==> src/rtl/minimac3_tx_mii.sv <==
// MII transmit engine: reads a frame from the TX buffer and sends preamble/SFD, payload, [pad, FCS], then IFG.
// Optional pad-to-minimum and CRC-32 FCS append are built when MINIMAC3_TX_FCS_EN is defined.
module minimac3_tx_mii #(
    parameter int IFG_NIBBLES = 24
`ifdef MINIMAC3_TX_FCS_EN
    , parameter int MIN_PAYLOAD = 60
`endif
) (
    input  logic        phy_tx_clk,
    input  logic        sys_rst,
    input  logic        tx_start,
    input  logic [10:0] tx_count,
    output logic        tx_busy,
    output logic        tx_done,
    output logic [10:0] txb_adr,
    input  logic [7:0]  txb_dat,
    output logic        phy_tx_en,
    output logic [3:0]  phy_tx_data
);

    typedef enum logic [2:0] {
        IDLE, PREAMBLE, DATA_LO, DATA_HI, PAD_LO, PAD_HI, FCS, IFG
    } state_t;

    state_t      state, state_nxt;
    logic [7:0]  nib_cnt, nib_nxt;
    logic [10:0] byte_cnt, byte_cnt_nxt;
    logic [10:0] adr_nxt;
    logic [7:0]  byte_reg, byte_reg_nxt;
    logic        busy_nxt, done_nxt, en_nxt;
    logic [3:0]  data_nxt;
    logic        start_ok;

`ifdef MINIMAC3_TX_FCS_EN
    logic [31:0] crc, crc_nxt, fcs_word;
    logic [10:0] tot, tot_nxt;

    // Reflected CRC-32, one byte LSB first.
    function automatic logic [31:0] crc_byte(input logic [31:0] c, input logic [7:0] b);
        logic [31:0] r;
        r = c;
        for (int i = 0; i < 8; i++) begin
            if (r[0] ^ b[i])
                r = (r >> 1) ^ 32'hEDB88320;
            else
                r = r >> 1;
        end
        return r;
    endfunction

    assign fcs_word = ~crc;
`endif

    assign start_ok = tx_start && (tx_count != 11'd0);

    always_comb begin
        state_nxt    = state;
        nib_nxt      = nib_cnt;
        byte_cnt_nxt = byte_cnt;
        adr_nxt      = txb_adr;
        byte_reg_nxt = byte_reg;
        en_nxt       = 1'b0;
        data_nxt     = 4'h0;
`ifdef MINIMAC3_TX_FCS_EN
        crc_nxt      = crc;
        tot_nxt      = tot;
`endif

        case (state)
            IDLE: begin
                if (start_ok) begin
                    state_nxt = PREAMBLE;
                    nib_nxt   = 8'd0;
                end
            end
            PREAMBLE: begin
                if (nib_cnt == 8'd15)
                    state_nxt = DATA_LO;
                else
                    nib_nxt = nib_cnt + 8'd1;
            end
            DATA_LO: state_nxt = DATA_HI;
            DATA_HI: begin
                if (byte_cnt == 11'd0) begin
                    nib_nxt = 8'd0;
`ifdef MINIMAC3_TX_FCS_EN
                    state_nxt = (tot < 11'(MIN_PAYLOAD)) ? PAD_LO : FCS;
`else
                    state_nxt = IFG;
`endif
                end else begin
                    state_nxt = DATA_LO;
                end
            end
`ifdef MINIMAC3_TX_FCS_EN
            PAD_LO: state_nxt = PAD_HI;
            PAD_HI: begin
                nib_nxt   = 8'd0;
                state_nxt = (tot < 11'(MIN_PAYLOAD)) ? PAD_LO : FCS;
            end
            FCS: begin
                if (nib_cnt == 8'd7) begin
                    state_nxt = IFG;
                    nib_nxt   = 8'd0;
                end else begin
                    nib_nxt = nib_cnt + 8'd1;
                end
            end
`endif
            IFG: begin
                // The done cycle doubles as the idle slot, so a waiting start is
                // taken here and the next preamble follows with no extra gap.
                if (nib_cnt == 8'(IFG_NIBBLES - 1)) begin
                    state_nxt = start_ok ? PREAMBLE : IDLE;
                    nib_nxt   = 8'd0;
                end else begin
                    nib_nxt = nib_cnt + 8'd1;
                end
            end
            default: state_nxt = IDLE;
        endcase

        // Start actions apply on every accepted start, from IDLE or end of IFG.
        if (state_nxt == PREAMBLE && (state == IDLE || state == IFG)) begin
            adr_nxt      = 11'd0;
            byte_cnt_nxt = tx_count;
`ifdef MINIMAC3_TX_FCS_EN
            crc_nxt      = 32'hFFFFFFFF;
            tot_nxt      = 11'd0;
`endif
        end

        // Registered outputs follow the state being entered.
        case (state_nxt)
            PREAMBLE: begin
                en_nxt   = 1'b1;
                data_nxt = (nib_nxt == 8'd15) ? 4'hD : 4'h5;
            end
            DATA_LO: begin
                en_nxt       = 1'b1;
                data_nxt     = txb_dat[3:0];
                byte_reg_nxt = txb_dat;
                adr_nxt      = txb_adr + 11'd1;
                byte_cnt_nxt = byte_cnt - 11'd1;
`ifdef MINIMAC3_TX_FCS_EN
                crc_nxt      = crc_byte(crc, txb_dat);
                tot_nxt      = tot + 11'd1;
`endif
            end
            DATA_HI: begin
                en_nxt   = 1'b1;
                data_nxt = byte_reg[7:4];
            end
`ifdef MINIMAC3_TX_FCS_EN
            PAD_LO: begin
                en_nxt  = 1'b1;
                crc_nxt = crc_byte(crc, 8'h00);
                tot_nxt = tot + 11'd1;
            end
            PAD_HI: en_nxt = 1'b1;
            FCS: begin
                en_nxt   = 1'b1;
                data_nxt = fcs_word[{nib_nxt[2:0], 2'b00} +: 4];
            end
`endif
            default: ;
        endcase

        done_nxt = (state_nxt == IFG) && (nib_nxt == 8'(IFG_NIBBLES - 1));
        busy_nxt = (state_nxt != IDLE) && !done_nxt;
    end

    always_ff @(posedge phy_tx_clk) begin
        if (sys_rst) begin
            state       <= IDLE;
            nib_cnt     <= 8'd0;
            byte_cnt    <= 11'd0;
            txb_adr     <= 11'd0;
            byte_reg    <= 8'h00;
            tx_busy     <= 1'b0;
            tx_done     <= 1'b0;
            phy_tx_en   <= 1'b0;
            phy_tx_data <= 4'h0;
`ifdef MINIMAC3_TX_FCS_EN
            crc         <= 32'hFFFFFFFF;
            tot         <= 11'd0;
`endif
        end else begin
            state       <= state_nxt;
            nib_cnt     <= nib_nxt;
            byte_cnt    <= byte_cnt_nxt;
            txb_adr     <= adr_nxt;
            byte_reg    <= byte_reg_nxt;
            tx_busy     <= busy_nxt;
            tx_done     <= done_nxt;
            phy_tx_en   <= en_nxt;
            phy_tx_data <= data_nxt;
`ifdef MINIMAC3_TX_FCS_EN
            crc         <= crc_nxt;
            tot         <= tot_nxt;
`endif
        end
    end

endmodule

==> config.mk <==
export PLATFORM = sky130hd
export DESIGN_NAME = minimac3_tx_mii
export DESIGN_NICKNAME = d
export VERILOG_FILES = /design/src/rtl/minimac3_tx_mii.sv
export SDC_FILE = /design/constraint.sdc
export NUM_CORES = 1
export LEC_CHECK = 0
export ABC_AREA = 1
export CORE_ASPECT_RATIO = 0.8
export CORE_MARGIN = 8
export CORE_UTILIZATION = 49
export CTS_CLUSTER_DIAMETER = 60
export DETAILED_ROUTE_END_ITERATION = 10
export PLACE_DENSITY = 0.73
export SLEW_MARGIN = 20
export SYNTH_ARGS = -nofsm -noshare
export SYNTH_HDL_FRONTEND = slang
export SYNTH_SLANG_ARGS = --single-unit
==> constraint.sdc <==
create_clock -name phy_tx_clk -period 1.9 [get_ports phy_tx_clk]
set_input_delay 0.475 -clock phy_tx_clk [delete_from_list [all_inputs] [get_ports phy_tx_clk]]
set_output_delay 0.475 -clock phy_tx_clk [all_outputs]
set_load 0.005 [all_outputs]
==> flow_summary.yaml, run 1 <==
synth:
  yosysTopAreaCell: "dfxtp_1"
  ys_seq_area_share_pct: 34.3
  syn_area_per_cell_sq_um: 6.63
  synth_most_common_cell: "nand2_1"
  yosysTopAreaCellShare_pct: 34.3
  syn_nets: 413
  netlist_top_cells_area: "dfxtp_1 (34%), nand2_1 (14%), nand3_1 (8.6%)"
  syn_inst: 388
  synth-edff-count: 0
  async_reset_ff_share_pct: 0
  yosys-top-cells-count: "nand2_1 (98), nor2_1 (58), dfxtp_1 (44), nand3_1 (44), inv_1 (33)"
  syn-cell-area_sq_um: 2570
  synth-main-ff-cell: "dfxtp_1"
  synth.distinct_cells: 38
  ys_seq_elements: 44
  synth_warnings: 0
global_routing:
  grt_overflow_total: 0
  antenna_found_initial: 0
  grt_pass1_wl_mm: 12.2
  grt_max_degree: 22
  grt_pass1_vias: 2803
  track_usage_pct: 18.3
power:
  p_total_mw: 2.26
  power.density_nw_per_um2: 578
  p_leak_nw: 1.68
  peakVddDrop_mv: 0.416
cts:
  clk_latency_ns: 0.31
  root_buffer: "clkbuf_8"
  clock-sinks: 44
  cts-hold-fix-buffers: 0
  clock_path_buffers: 2
  numCtsBuffers: 5
  htree_levels: 2
  clk_transition_reported_paths_ns: 0.10
  cts_tree: "yes"
timing:
  layout_setup_ws_ns: -0.134
  max_freq_ghz: 0.492
  finalCritPeriodShare_pct: 107
  min_period_ns: 2.03
  setup_viol: 29
  rsz0062_at_grt: "yes"
  report.final.slew_viol_count: 0
  worst_pin_slew_ns: 0.358
  timing.hold.ws_ns: 0.483
  skew_ns: 0.0112
  hold_violations: 0
  tns_ns: -2.21
  relSlewSlack_pct: 76.0
drt:
  drt-initial-drc-count: 242
  ant_nets: 0
  drt-pass1-iter-count: 5
  via_count: 2989
  postRouteWirelength_mm: 8.42
  post_drt_wl_per_cell_microns: 15.2
  via_per_inst: 5.40
  drc: 0
worst_hold_path:
  hold_path_class: "flop to flop"
finish:
  nets: 516
  final_layout_size_suffix_gt1_share_pct: 30.7
  antenna_cells: 0
  top_regs: "byte_cnt x11, txb_adr x11, nib_cnt x8"
  final_cell_count_no_fill: 554
  finish.utilization_pct: 77.6
  final_cell_area_sq_um: 3910
  area_growth_syn_to_layout_pct: 51.9
place:
  gp_congestion: 0.840
  port_buffers: 39
  pre_cts_ws_ns: -0.455
  dp.cells: 531
  detailed_place.area_sq_um: 3370
  dp_hpwl_mm: 5.19
critical_path:
  required_ns: 2.13
  cp-end-kind: "flop"
  worstPathArrival_ns: 2.26
  worstSetupPathType: "flop to flop"
  cp_max_fo: 7
  critical_path.startpoint_type: "flop"
floorplanning:
  ios: 40
  dieArea_sq_um: 7840
  rows: 23
  initial_core_util_pct: 51.1
  die_w_microns: 97.0
  die_h_microns: 80.8
  core-area_sq_um: 5040
run:
  maxCapViolations: 0
run_status:
  status: "complete, but fails checks"
  violations: "setup timing"
==> cells in the final DEF, fill, tap and decap left out, drive strengths merged <==
cell type	instances
o21a	1
o21ai	24
nor2	60
bufinv	1
nor3	5
inv	39
clkdlybuf4s50	31
a21oi	24
a21boi	1
o31ai	1
nand2	104
and2	1
clkbuf	7
xor2	11
clkinvlp	1
a31oi	2
or2	2
buf	69
o211ai	2
dfxtp	44
xnor2	1
nand3	45
ha	3
a211oi	1
dlygate4sd2	8
nand4	3
o21bai	1
==> per-layer routing <==
layer,GRT usage (%),up-vias,part of all wire [%]
met5,0,-,0
met4,5.67,0,1.6
met3,4.41,14,7.7
met2,32.9,128,49
met1,21.4,1392,42
li1,-,1455,-
==> critical path, cell delays in order (launching register included) <==
cell and delay [ns]:
dfxtp_4 0.38, ha_4 0.15, nand2_2 0.06, nor2_2 0.13, nand2_1 0.09, nand2_2 0.14, nand2_4 0.09, nor2_4 0.11
nand2_4 0.08, nand3_4 0.08, inv_2 0.05, o21ai_4 0.14, buf_6 0.20, nand3_1 0.09, a21oi_1 0.16
==> power breakdown <==
| group | internal (mW) | total (mW) | switching [mW] |
|---|---|---|---|
| clock network | 0.397 | 0.762 | 0.365 |
| registers | 0.954 | 0.976 | 0.0216 |
| logic | 0.250 | 0.522 | 0.271 |
| total | 1.60 | 2.26 | 0.658 |
==> layout make-up <==
class                           instances  area, sq um
Sequential cell                        44          888
Multi-Input combinational cell        292         1680
Clock buffer                            5         68.8
Inverter                               38          148
Tap cell                               62         77.6
Fill cell                             333         1130
Timing Repair Buffer                  110         1000
Clock inverter                          3         46.3
==> path summary, 6_finish.rpt <==
| path | start | to | slack (ns) | cells after the start |
|---|---|---|---|---|
| worst max-delay path | nib_cnt[1] | txb_adr[8] | -0.13 | 14 |
| worst min register to register | byte_reg[5] | phy_tx_data[1] | 0.48 | 2 |
| worst max register to register | nib_cnt[1] | txb_adr[8] | -0.13 | 14 |
| worst min-delay path | byte_reg[5] | phy_tx_data[1] | 0.48 | 2 |
==> cells by family after synthesis <==
logic type	Yosys count	synth area share, %
buffers and inverters	52	9.59
AO/OA/AOI/OAI	57	13.5
AND/OR/NAND/NOR	220	37.1
adder cells (fa/ha/maj)	3	1.46
flip-flops	44	34.3
XOR/XNOR	12	4.09
==> what timing repair did <==
action	4_1_cts	5_1_grt
resized for setup	45	42
cloned	1	2
pin swaps	18	17
setup endpoints to repair	32	32
setup buffers	8	4
Power figures use the tool's default switching activity.
==> inputs of run 2 (changes only) <==
--- a/config.mk
+++ b/config.mk
@@ -9,8 +9,9 @@
 export CORE_ASPECT_RATIO = 0.8
 export CORE_MARGIN = 8
 export CORE_UTILIZATION = 49
-export CTS_CLUSTER_DIAMETER = 60
+export CTS_CLUSTER_DIAMETER = 150
 export DETAILED_ROUTE_END_ITERATION = 10
+export GPL_ROUTABILITY_DRIVEN = 1
 export PLACE_DENSITY = 0.73
 export SLEW_MARGIN = 20
 export SYNTH_ARGS = -nofsm -noshare
==> results of run 2 <==
Final layout, timing and power as in run 1 (identical DEF).
==> inputs of run 3 (changes only) <==
==> constraint.sdc (replaced) <==
create_clock -name phy_tx_clk -period 1.9 [get_ports phy_tx_clk]
set_input_delay 0.475 -clock phy_tx_clk [delete_from_list [all_inputs] [get_ports phy_tx_clk]]
set_output_delay 0.475 -clock phy_tx_clk [all_outputs]
set_load 0.1 [all_outputs]
==> run 3 against run 2 <==
  * The flow still finishes with violations (setup timing)
  * First-iteration DRC count is 15% higher
  * Count of clock-buffer cells in the layout is 1 higher
  * Global-route usage is 4.5 points higher
  * Clock power is 14% higher
  * Combinational power is 30% higher
  * Final area is 7.1% higher
  * Non-clock buffer count is 4 higher
  * Die area stayed put
  * Sequential share of layout area is 1.0 points lower
  * Final cell count is 0.90% higher
  * Largest power group unchanged
==> flow_summary.yaml, run 3 (synthesis results as in run 1) <==
finish:
  layout_common_cells: "nand2_1 (81), buf_4 (62), nor2_1 (47)"
  finish.utilization_pct: 83.1
  area_growth_syn_to_layout_pct: 62.7
  final_cell_area_sq_um: 4180
  fill_cells: 309
  final_cell_count_no_fill: 559
  nets: 521
  final_layout_size_suffix_gt1_share_pct: 39.8
  top_regs: "byte_cnt x11, txb_adr x11, nib_cnt x8"
  final_common_cell: "nand2_1"
  antenna_cells: 0
power:
  power.share.combinational_pct: 26.8
  power.clock.fraction_pct: 34.4
  peakVddDrop_mv: 0.383
  p_switching_mw: 0.763
  p_int_mw: 1.77
  sequentialPowerShare_pct: 38.8
  p_total_mw: 2.53
  p_leak_nw: 1.79
  p_sw_share_pct: 30.1
  power.density_nw_per_um2: 605
critical_path:
  cpLargestDelayFamily: "simple AND/OR/NAND/NOR gates"
  required_ns: 2.14
  critical_path.startpoint_type: "flop"
  cp_slowest_cell: "dfxtp_2"
  crit_chain: "ha_4, nand3_2, o21ai_4, nand2_4, nor2_4, nand2_4, buf_6, nand3_4, inv_4, o21ai_4, nand2_4, buf_6, a21oi_2"
  worstSetupPathType: "flop to flop"
  path_buf_inv: 3
  cp_max_fo: 8
  cp-end-kind: "flop"
  worstPathArrival_ns: 2.37
  path_common_cell: "nand2_4"
  cpPeakStageDelay_ns: 0.37
place:
  dp.cells: 537
  gp_congestion: 0.889
  detailed_place.area_sq_um: 3620
  port_buffers: 39
  dp_hpwl_mm: 5.45
drt:
  ant_nets: 0
  drt-initial-drc-count: 278
  via_per_inst: 5.71
  drt-pass1-iter-count: 5
  postRouteWirelength_mm: 9.75
  via_count: 3193
  drc: 0
  post_drt_wl_per_cell_microns: 17.4
floorplanning:
  die_h_microns: 80.8
  die_w_microns: 97.0
  dieArea_sq_um: 7840
  initial_core_util_pct: 51.1
  rows: 23
  core-area_sq_um: 5040
  ios: 40
global_routing:
  grt_pass1_vias: 3065
  grt_overflow_total: 0
  grt_max_degree: 17
  antenna_found_initial: 0
  track_usage_pct: 22.8
  grt_pass1_wl_mm: 14.7
timing:
  relSlewSlack_pct: 69.4
  report.final.slew_viol_count: 0
  setup_viol: 32
  max_freq_ghz: 0.469
  worst_pin_slew_ns: 0.457
  min_period_ns: 2.13
  hold_violations: 0
  timing.hold.ws_ns: 0.477
  finalCritPeriodShare_pct: 112
  layout_setup_ws_ns: -0.231
  skew_ns: 0.0149
  rsz0062_at_grt: "yes"
cts:
  clock-sinks: 44
  clock_path_buffers: 2
  clk_transition_reported_paths_ns: 0.09
  htree_levels: 2
  numCtsBuffers: 5
  cts-hold-fix-buffers: 0
  root_buffer: "clkbuf_8"
  cts_tree: "yes"
  clk_latency_ns: 0.31
run_status:
  status: "complete, but fails checks"
  violations: "setup timing"
run:
  maxCapViolations: 0
worst_hold_path:
  hold_path_class: "flop to flop"
## run 3: through the flow
stage / setup TNS (ns) / setup WS [ns]
after floorplan: 0 / 0.00738
after global placement: -12.43 / -0.448
after detailed placement: -12.29 / -0.441
after CTS: 0 / 0.00112
after global routing: -6.84 / -0.292
final: -4.59 / -0.231
## run 3: final cells by class
cell class	instances	area (sq um)	area share, %
Sequential cell	44	910	21.7
Tap cell	62	77.6	1.85
Clock buffer	6	72.6	1.73
Inverter	38	150	3.59
Clock inverter	2	60.1	1.44
Multi-Input combinational cell	293	1710	40.9
Timing Repair Buffer	114	1200	28.7
## run 3: path summary, 6_finish.rpt
kind,startpoint,endpoint,slack [ns],cells past startpoint
setup reg to reg,nib_cnt[0],txb_adr[0],-0.23,13
hold reg to reg,byte_reg[5],phy_tx_data[1],0.48,2
setup / recovery,nib_cnt[0],txb_adr[0],-0.23,13
hold / removal,byte_reg[5],phy_tx_data[1],0.48,2
## run 3: per-layer routing
metal | routed length, microns | vias up | track usage [%] | part of all wire, %
met5 | 0 | - | 0 | 0
met4 | 401 | 0 | 10.6 | 4.1
met3 | 957 | 49 | 6.86 | 9.8
met2 | 4450 | 216 | 38.3 | 46
met1 | 3940 | 1459 | 26.6 | 40
li1 | - | 1469 | - | -
## run 3: repair_timing
| item | CTS | global route |
|---|---|---|
| endpoints found under the setup margin | 32 | 33 |
| setup buffers | 7 | 4 |
| resized for setup | 59 | 47 |
| cloned | 3 | 0 |
| pin swaps | 26 | 17 |
## run 3: power groups by stage
stage	logic, mW	registers [mW]	clock network, mW
2_1_floorplan	0.247	1.04	0
3_3_place_gp	0.503	0.994	0
3_5_place_dp	0.514	0.996	0
4_1_cts	0.576	0.978	0.863
5_1_grt	0.713	0.986	0.918
6_report	0.680	0.982	0.871
## run 3: tightest hold or removal path, cell delays in order (launching register included)
cell and delay, ns:
dfxtp_1 0.32, nand2_1 0.06, a21oi_1 0.06
